$ cat src/rtl/rv32_dbus_bridge_if.sv
// Purpose : groups the memory-stage data port, the external req/ack data bus
//           and the fault report of rv32_dbus_bridge into one bundle.
// Modports: master = the bridge (drives the bus request, stall and fault),
//           slave  = the surrounding core/bus environment.
interface rv32_dbus_bridge_if;
  // pipeline / memory-stage side
  logic        stall_in;
  logic        core_read_in;
  logic        core_write_in;
  logic [3:0]  core_write_mask_in;
  logic [31:0] core_address_in;
  logic [31:0] core_write_value_in;
  logic [31:0] core_read_value_out;
  logic        stall_out;
  // external data bus side
  logic        bus_req_out;
  logic        bus_write_out;
  logic [3:0]  bus_sel_out;
  logic [31:0] bus_address_out;
  logic [31:0] bus_write_value_out;
  logic        bus_ack_in;
  logic        bus_error_in;
  logic [31:0] bus_read_value_in;
  // fault report
  logic        fault_out;
  logic [31:0] fault_address_out;

  modport master (
    input  stall_in, core_read_in, core_write_in, core_write_mask_in,
           core_address_in, core_write_value_in,
    output core_read_value_out, stall_out,
    output bus_req_out, bus_write_out, bus_sel_out, bus_address_out,
           bus_write_value_out,
    input  bus_ack_in, bus_error_in, bus_read_value_in,
    output fault_out, fault_address_out
  );

  modport slave (
    output stall_in, core_read_in, core_write_in, core_write_mask_in,
           core_address_in, core_write_value_in,
    input  core_read_value_out, stall_out,
    input  bus_req_out, bus_write_out, bus_sel_out, bus_address_out,
           bus_write_value_out,
    output bus_ack_in, bus_error_in, bus_read_value_in,
    input  fault_out, fault_address_out
  );
endinterface

$ cat src/rtl/rv32_dbus_bridge.sv
// Purpose     : bridges the single-cycle memory-stage data port onto a req/ack
//               bus with wait states; one bus transaction per core access.
// Latency     : request in IDLE at cycle 0, bus_req_out from cycle 1, ack at
//               cycle 1+N gives DONE (data valid, stall released) at cycle 2+N.
// Backpressure: stall_out holds the pipeline until ack/error/timeout; DONE is
//               held (no reissue, data stable) while stall_in stays high.
// Ports: clk, reset_n (async active-low), dbus (rv32_dbus_bridge_if.master):
//        core_* / stall_* toward the pipeline, bus_* toward the data bus,
//        fault_out / fault_address_out report timeouts and bus errors.
module rv32_dbus_bridge #(
  parameter int unsigned TIMEOUT = 255  // max REQ cycles; 0 disables watchdog
) (
  input  logic               clk,
  input  logic               reset_n,
  rv32_dbus_bridge_if.master dbus
);

  localparam logic [1:0] S_IDLE = 2'd0;
  localparam logic [1:0] S_REQ  = 2'd1;
  localparam logic [1:0] S_DONE = 2'd2;

  localparam int unsigned CNT_W = (TIMEOUT < 2) ? 1 : $clog2(TIMEOUT + 1);
  localparam logic [CNT_W-1:0] CNT_LAST = CNT_W'((TIMEOUT == 0) ? 0 : TIMEOUT - 1);

  logic [1:0]       state_q;
  logic [CNT_W-1:0] wd_cnt_q;
  logic [31:0]      addr_q;
  logic [31:0]      wdata_q;
  logic [3:0]       sel_q;
  logic             write_q;
  logic [31:0]      rdata_q;
  logic             fault_q;
  logic [31:0]      fault_addr_q;

  logic core_req;
  logic wd_expired;
  logic abort;

  assign core_req   = dbus.core_read_in | dbus.core_write_in;
  // The last allowed REQ cycle still honours an ack arriving in that cycle.
  assign wd_expired = (TIMEOUT != 0) && (wd_cnt_q == CNT_LAST);
  assign abort      = dbus.bus_error_in | (wd_expired & ~dbus.bus_ack_in);

  always_ff @(posedge clk or negedge reset_n) begin
    if (!reset_n) begin
      state_q      <= S_IDLE;
      wd_cnt_q     <= '0;
      addr_q       <= '0;
      wdata_q      <= '0;
      sel_q        <= '0;
      write_q      <= 1'b0;
      rdata_q      <= '0;
      fault_q      <= 1'b0;
      fault_addr_q <= '0;
    end else begin
      fault_q <= 1'b0;  // single-cycle pulse on DONE entry after a fault
      case (state_q)
        S_IDLE: begin
          if (core_req) begin
            addr_q   <= dbus.core_address_in;
            wdata_q  <= dbus.core_write_value_in;
            write_q  <= dbus.core_write_in;  // store wins over load
            sel_q    <= dbus.core_write_in ? dbus.core_write_mask_in : 4'b1111;
            wd_cnt_q <= '0;
            state_q  <= S_REQ;
          end
        end
        S_REQ: begin
          wd_cnt_q <= wd_cnt_q + 1'b1;
          if (abort) begin
            rdata_q      <= '0;
            fault_q      <= 1'b1;
            fault_addr_q <= addr_q;
            state_q      <= S_DONE;
          end else if (dbus.bus_ack_in) begin
            if (!write_q) rdata_q <= dbus.bus_read_value_in;
            state_q <= S_DONE;
          end
        end
        S_DONE: begin
          // Pipeline still frozen: hold result and never reissue.
          if (!dbus.stall_in) state_q <= S_IDLE;
        end
        default: state_q <= S_IDLE;
      endcase
    end
  end

  assign dbus.stall_out           = (state_q == S_REQ) | ((state_q == S_IDLE) & core_req);
  assign dbus.bus_req_out         = (state_q == S_REQ);
  assign dbus.bus_write_out       = write_q;
  assign dbus.bus_sel_out         = sel_q;
  assign dbus.bus_address_out     = {addr_q[31:2], 2'b00};
  assign dbus.bus_write_value_out = wdata_q;
  assign dbus.core_read_value_out = (state_q == S_DONE) ? rdata_q : 32'd0;
  assign dbus.fault_out           = fault_q;
  assign dbus.fault_address_out   = fault_addr_q;

endmodule

$ cat src/flat_wrapper.sv
// flat-port wrapper written by rule: the top's interface ports become plain ports
module rv32_dbus_bridge_flat 
#(
  parameter int unsigned TIMEOUT = 255                                        
)
  (clk, reset_n, dbus_stall_in, dbus_core_read_in, dbus_core_write_in, dbus_core_write_mask_in, dbus_core_address_in, dbus_core_write_value_in, dbus_core_read_value_out, dbus_stall_out, dbus_bus_req_out, dbus_bus_write_out, dbus_bus_sel_out, dbus_bus_address_out, dbus_bus_write_value_out, dbus_bus_ack_in, dbus_bus_error_in, dbus_bus_read_value_in, dbus_fault_out, dbus_fault_address_out);
  rv32_dbus_bridge_if dbus_i ();
  input  logic clk;
  input  logic reset_n;
  input wire logic [$bits(dbus_i.stall_in)-1:0] dbus_stall_in;
  input wire logic [$bits(dbus_i.core_read_in)-1:0] dbus_core_read_in;
  input wire logic [$bits(dbus_i.core_write_in)-1:0] dbus_core_write_in;
  input wire logic [$bits(dbus_i.core_write_mask_in)-1:0] dbus_core_write_mask_in;
  input wire logic [$bits(dbus_i.core_address_in)-1:0] dbus_core_address_in;
  input wire logic [$bits(dbus_i.core_write_value_in)-1:0] dbus_core_write_value_in;
  output wire logic [$bits(dbus_i.core_read_value_out)-1:0] dbus_core_read_value_out;
  output wire logic [$bits(dbus_i.stall_out)-1:0] dbus_stall_out;
  output wire logic [$bits(dbus_i.bus_req_out)-1:0] dbus_bus_req_out;
  output wire logic [$bits(dbus_i.bus_write_out)-1:0] dbus_bus_write_out;
  output wire logic [$bits(dbus_i.bus_sel_out)-1:0] dbus_bus_sel_out;
  output wire logic [$bits(dbus_i.bus_address_out)-1:0] dbus_bus_address_out;
  output wire logic [$bits(dbus_i.bus_write_value_out)-1:0] dbus_bus_write_value_out;
  input wire logic [$bits(dbus_i.bus_ack_in)-1:0] dbus_bus_ack_in;
  input wire logic [$bits(dbus_i.bus_error_in)-1:0] dbus_bus_error_in;
  input wire logic [$bits(dbus_i.bus_read_value_in)-1:0] dbus_bus_read_value_in;
  output wire logic [$bits(dbus_i.fault_out)-1:0] dbus_fault_out;
  output wire logic [$bits(dbus_i.fault_address_out)-1:0] dbus_fault_address_out;
  assign dbus_i.stall_in = dbus_stall_in;
  assign dbus_i.core_read_in = dbus_core_read_in;
  assign dbus_i.core_write_in = dbus_core_write_in;
  assign dbus_i.core_write_mask_in = dbus_core_write_mask_in;
  assign dbus_i.core_address_in = dbus_core_address_in;
  assign dbus_i.core_write_value_in = dbus_core_write_value_in;
  assign dbus_core_read_value_out = dbus_i.core_read_value_out;
  assign dbus_stall_out = dbus_i.stall_out;
  assign dbus_bus_req_out = dbus_i.bus_req_out;
  assign dbus_bus_write_out = dbus_i.bus_write_out;
  assign dbus_bus_sel_out = dbus_i.bus_sel_out;
  assign dbus_bus_address_out = dbus_i.bus_address_out;
  assign dbus_bus_write_value_out = dbus_i.bus_write_value_out;
  assign dbus_i.bus_ack_in = dbus_bus_ack_in;
  assign dbus_i.bus_error_in = dbus_bus_error_in;
  assign dbus_i.bus_read_value_in = dbus_bus_read_value_in;
  assign dbus_fault_out = dbus_i.fault_out;
  assign dbus_fault_address_out = dbus_i.fault_address_out;
  rv32_dbus_bridge #(.TIMEOUT(TIMEOUT)) u_core (.clk(clk), .reset_n(reset_n), .dbus(dbus_i));
endmodule
$ cat config.mk
export PLATFORM = sky130hd
export DESIGN_NAME = rv32_dbus_bridge_flat
export DESIGN_NICKNAME = d
export VERILOG_FILES = /design/src/rtl/rv32_dbus_bridge_if.sv /design/src/rtl/rv32_dbus_bridge.sv /design/src/flat_wrapper.sv
export SDC_FILE = /design/constraint.sdc
export NUM_CORES = 1
export LEC_CHECK = 0
export BUFFER_PORTS_ARGS = -buffer_cell sky130_fd_sc_hd__buf_2
export CORE_UTILIZATION = 44
export CTS_CLUSTER_SIZE = 8
export DETAILED_ROUTE_END_ITERATION = 10
export HOLD_SLACK_MARGIN = 0.06
export PLACE_DENSITY_LB_ADDON = 0.2
export SETUP_SLACK_MARGIN = 0.05
export SLEW_MARGIN = 20
export SYNTH_ARGS = -nofsm -noshare
export SYNTH_HDL_FRONTEND = slang
export SYNTH_SLANG_ARGS = --single-unit
$ cat constraint.sdc
create_clock -name clk -period 1.65 [get_ports clk]
set_input_delay 0.33 -clock clk [delete_from_list [all_inputs] [get_ports clk]]
set_output_delay 0.33 -clock clk [all_outputs]
set_load 0.005 [all_outputs]
==> run metrics <==
PD cells=1950 nW/um2; CTS Buf Count=17; starting density of the core=0.453; Worst setup SP type=flip-flop; RR Endpoint=u_core.dbus.fault_address_out[25]; gp weighted congestion=0.774; Sw Ratio=0.320; vias in the first global route=roughly 4,800; drt drc=0; fin cells=977; Endpoint, Worst Hold=u_core.dbus.bus_write_value_out[30]; Clock transition at path regs=0.06 ns; Seq/Total Area, Yosys=0.599; slowest stage delay, CP=around 0.40 ns; TritonCTS clock tree=yes; Overall Power=approximately 16 mW; Critical Path RT=between 1 and 1.5 ns; CTS H-tree lvls=4; Psw=5.19 mW; Setup TNS Final=-5.19 ns; failing checks=setup timing; Longest Clk Path Bufs=2; Core Box Area=between 10,000 and 15,000 um2; Final WS setup=-0.125 ns; Cells after DPL=930; slowest CP cell=dfrtp_1; row cnt=42; initial antenna violation count=0; Reg2Reg Launch Point=u_core.wd_cnt_q[0]; worst slew pin tran=0.536 ns; Crit Path Category=flip-flop to output port; clock skew=0.00827 ns; Max Cap Viol=0; cell count after synthesis=551; drt wl/cell=15.2 um; Int Pwr=11.0 mW; final setup vio count=54; DIE WIDTH=about 120 um; Die Height=119 um; port buffer count=240; Total GRT Usage=0.219; antenna cell count=0; Clock power frac=0.260; register share of total power=0.381; Post-DRT Antenna Nets=0; Starting DRT DRC Count=179; Hold Crit Start=dbus_core_write_value_in[30]; first-pass GRT wire length=roughly 24 mm; FILL cells=1,103; RSZ-0062 raised after global routing=true; Total Routed Length=14.8 mm; Post-Syn Area per Cell=10.9 um2; synth-to-layout area growth=38.2%; I/O pins=243; Synthesis Warnings=0; clk_lat worst skew=0.41 ns; worst slack, placed=-0.0399 ns; reported leakage power=approximately 4.7 nW; Final Max Slew Viols=0; R2R Setup Slk=-0.11 ns; drt first pass iters=4; status=complete, but fails checks; commonest non-fill, non-tap cell in the layout=buf_2; part of the cycle the worst path needs=1.08; CTS root buf=clkbuf_16; Critical path origin=u_core.state_q[1]; GR Overflow Total=0; Max VDD drop=~0.00088 V; Worst EP arrival=1.45 ns; relative slew slack=0.642; Worst Hold Class=input port to flip-flop; #FFs+latches synth=144; commonest non-fill, non-tap cells in the layout=238 x buf_2, 204 x nand2_1, 144 x dfrtp_1; f_max=563 MHz; largest net degree at the start of global routing=56; CP Cell Sequence=nand2b_2 > buf_4 > nand2_1 > buf_2; post-DP HPWL=9.95 mm; fin crit period=1.78 ns; NumNets Final=897; WHS Path Cells=3; FF-to-FF path depth=8; fraction of layout cells with a size suffix above 1=0.438; Multi-input gate area=~2100 um2; post-route core utilization=0.626; post-synthesis cell type count=36; total vias in the final route=roughly 4,700; clk sink count=144; synthesized area=6020 um2; critical path fanouts, max=7; DR vias/cell=4.86; Comb power frac=0.359; Register Area=3600 um2; final hold vios=0; CP endpoint kind=output port; die area=14,100 um2
-- how the worst max path moves through the flow --
stage          cells after the start                                 to  slack (ns)
2_1_floorplan                      7  u_core.dbus.fault_address_out[12]        0.06
3_3_place_gp                       7  u_core.dbus.fault_address_out[17]       0.003
3_5_place_dp                       7  u_core.dbus.fault_address_out[16]       -0.04
4_1_cts                            4        dbus_core_read_value_out[0]       -0.15
5_1_grt                            4                     dbus_stall_out       -0.20
6_report                           4                     dbus_stall_out       -0.13
-- power by group through the flow --
stage	combinational (mW)	sequential, mW	clock (mW)
detailed placement	5.43	6.15	0
global placement	5.23	6.11	0
CTS	5.94	6.17	4.30
global route	6.45	6.37	4.46
floorplan	3.42	6.06	0
finish	5.82	6.18	4.23
-- critical path, delay by kind of cell (launching register included) --
kind	cells	cell delay, ns
simple gates	2	0.32
flops	1	0.40
buf+inv	2	0.31
-- layout make-up --
| type | instances | area share |
|---|---|---|
| clock buffer | 23 | 0.0575 |
| clock inverter | 9 | 0.0215 |
| inverter | 3 | 0.00165 |
| multi-input combinational | 345 | 0.250 |
| sequential | 144 | 0.433 |
| tap | 176 | 0.0265 |
| timing repair buffer | 277 | 0.209 |
-- synth_stat cells (all sizes together) --
cell / number / area, um2
buf: 45 / 319
o21ai: 8 / 40.0
ha: 2 / 25.0
o21a: 1 / 7.51
mux2: 32 / 469
nand4b: 1 / 8.76
nor2b: 2 / 12.5
o211ai: 1 / 7.51
inv: 3 / 11.3
a22o: 31 / 272
nand3: 5 / 25.0
xor2: 1 / 8.76
clkbuf: 15 / 56.3
conb: 1 / 3.75
and3: 1 / 6.26
nand2: 205 / 777
o31ai: 2 / 15.0
mux2i: 3 / 30.0
nor3: 2 / 10.0
nand4: 2 / 18.8
nand2b: 2 / 12.5
and2: 32 / 200
o22a: 4 / 35.0
a21oi: 1 / 5.00
o21bai: 1 / 18.8
nor2: 3 / 11.3
a22oi: 1 / 7.51
dfrtp: 144 / 3600
-- stage by stage --
stage / hold WS, ns / cell area [um2]
after floorplan: 0.0344 / 6020
after global placement: 0.334 / 7380
after detailed placement: 0.336 / 7380
after CTS: 0.0807 / 8340
after global routing: 0.0883 / 8320
final: 0.0997 / 8320
-- logic make-up after synthesis --
| group | Yosys count | share of synthesized area |
|---|---|---|
| multiplexers | 35 | 0.0830 |
| other | 1 | 0.000623 |
| AO/OA/AOI/OAI | 50 | 0.0678 |
| AND/OR/NAND/NOR | 255 | 0.180 |
| adder cells (fa/ha/maj) | 2 | 0.00416 |
| buffers and inverters | 63 | 0.0643 |
| XOR/XNOR | 1 | 0.00146 |
| flip-flops | 144 | 0.599 |
-- sequential cells by signal, indices dropped and copies added (netlist names) --
signal and count:
u_core.dbus.bus_write_out 1, u_core.addr_q 32, u_core.rdata_q 32, u_core.dbus.bus_sel_out 4, u_core.dbus.fault_address_out 32, u_core.dbus.fault_out 1, u_core.wd_cnt_q 8, u_core.dbus.bus_write_value_out 32
u_core.state_q 2
-- layer usage --
| layer | vias up | part of all wire | GRT usage |
|---|---|---|---|
| met2 | 188 | 0.48 | 0.349 |
| met3 | 20 | 0.073 | 0.0661 |
| met5 | - | 0 | 0 |
| met4 | 0 | 0.017 | 0.0934 |
| li1 | 2233 | - | - |
| met1 | 2303 | 0.43 | 0.278 |
-- repair_timing --
action	4_1_cts	5_1_grt
endpoints found under the hold margin	48	0
hold buffers	1	0
pin swaps	5	2
setup endpoints to repair	96	98
resized for setup	12	10
setup buffers	9	3
gates cloned	6	1
Note: power is estimated with default switching activity, not from simulation.
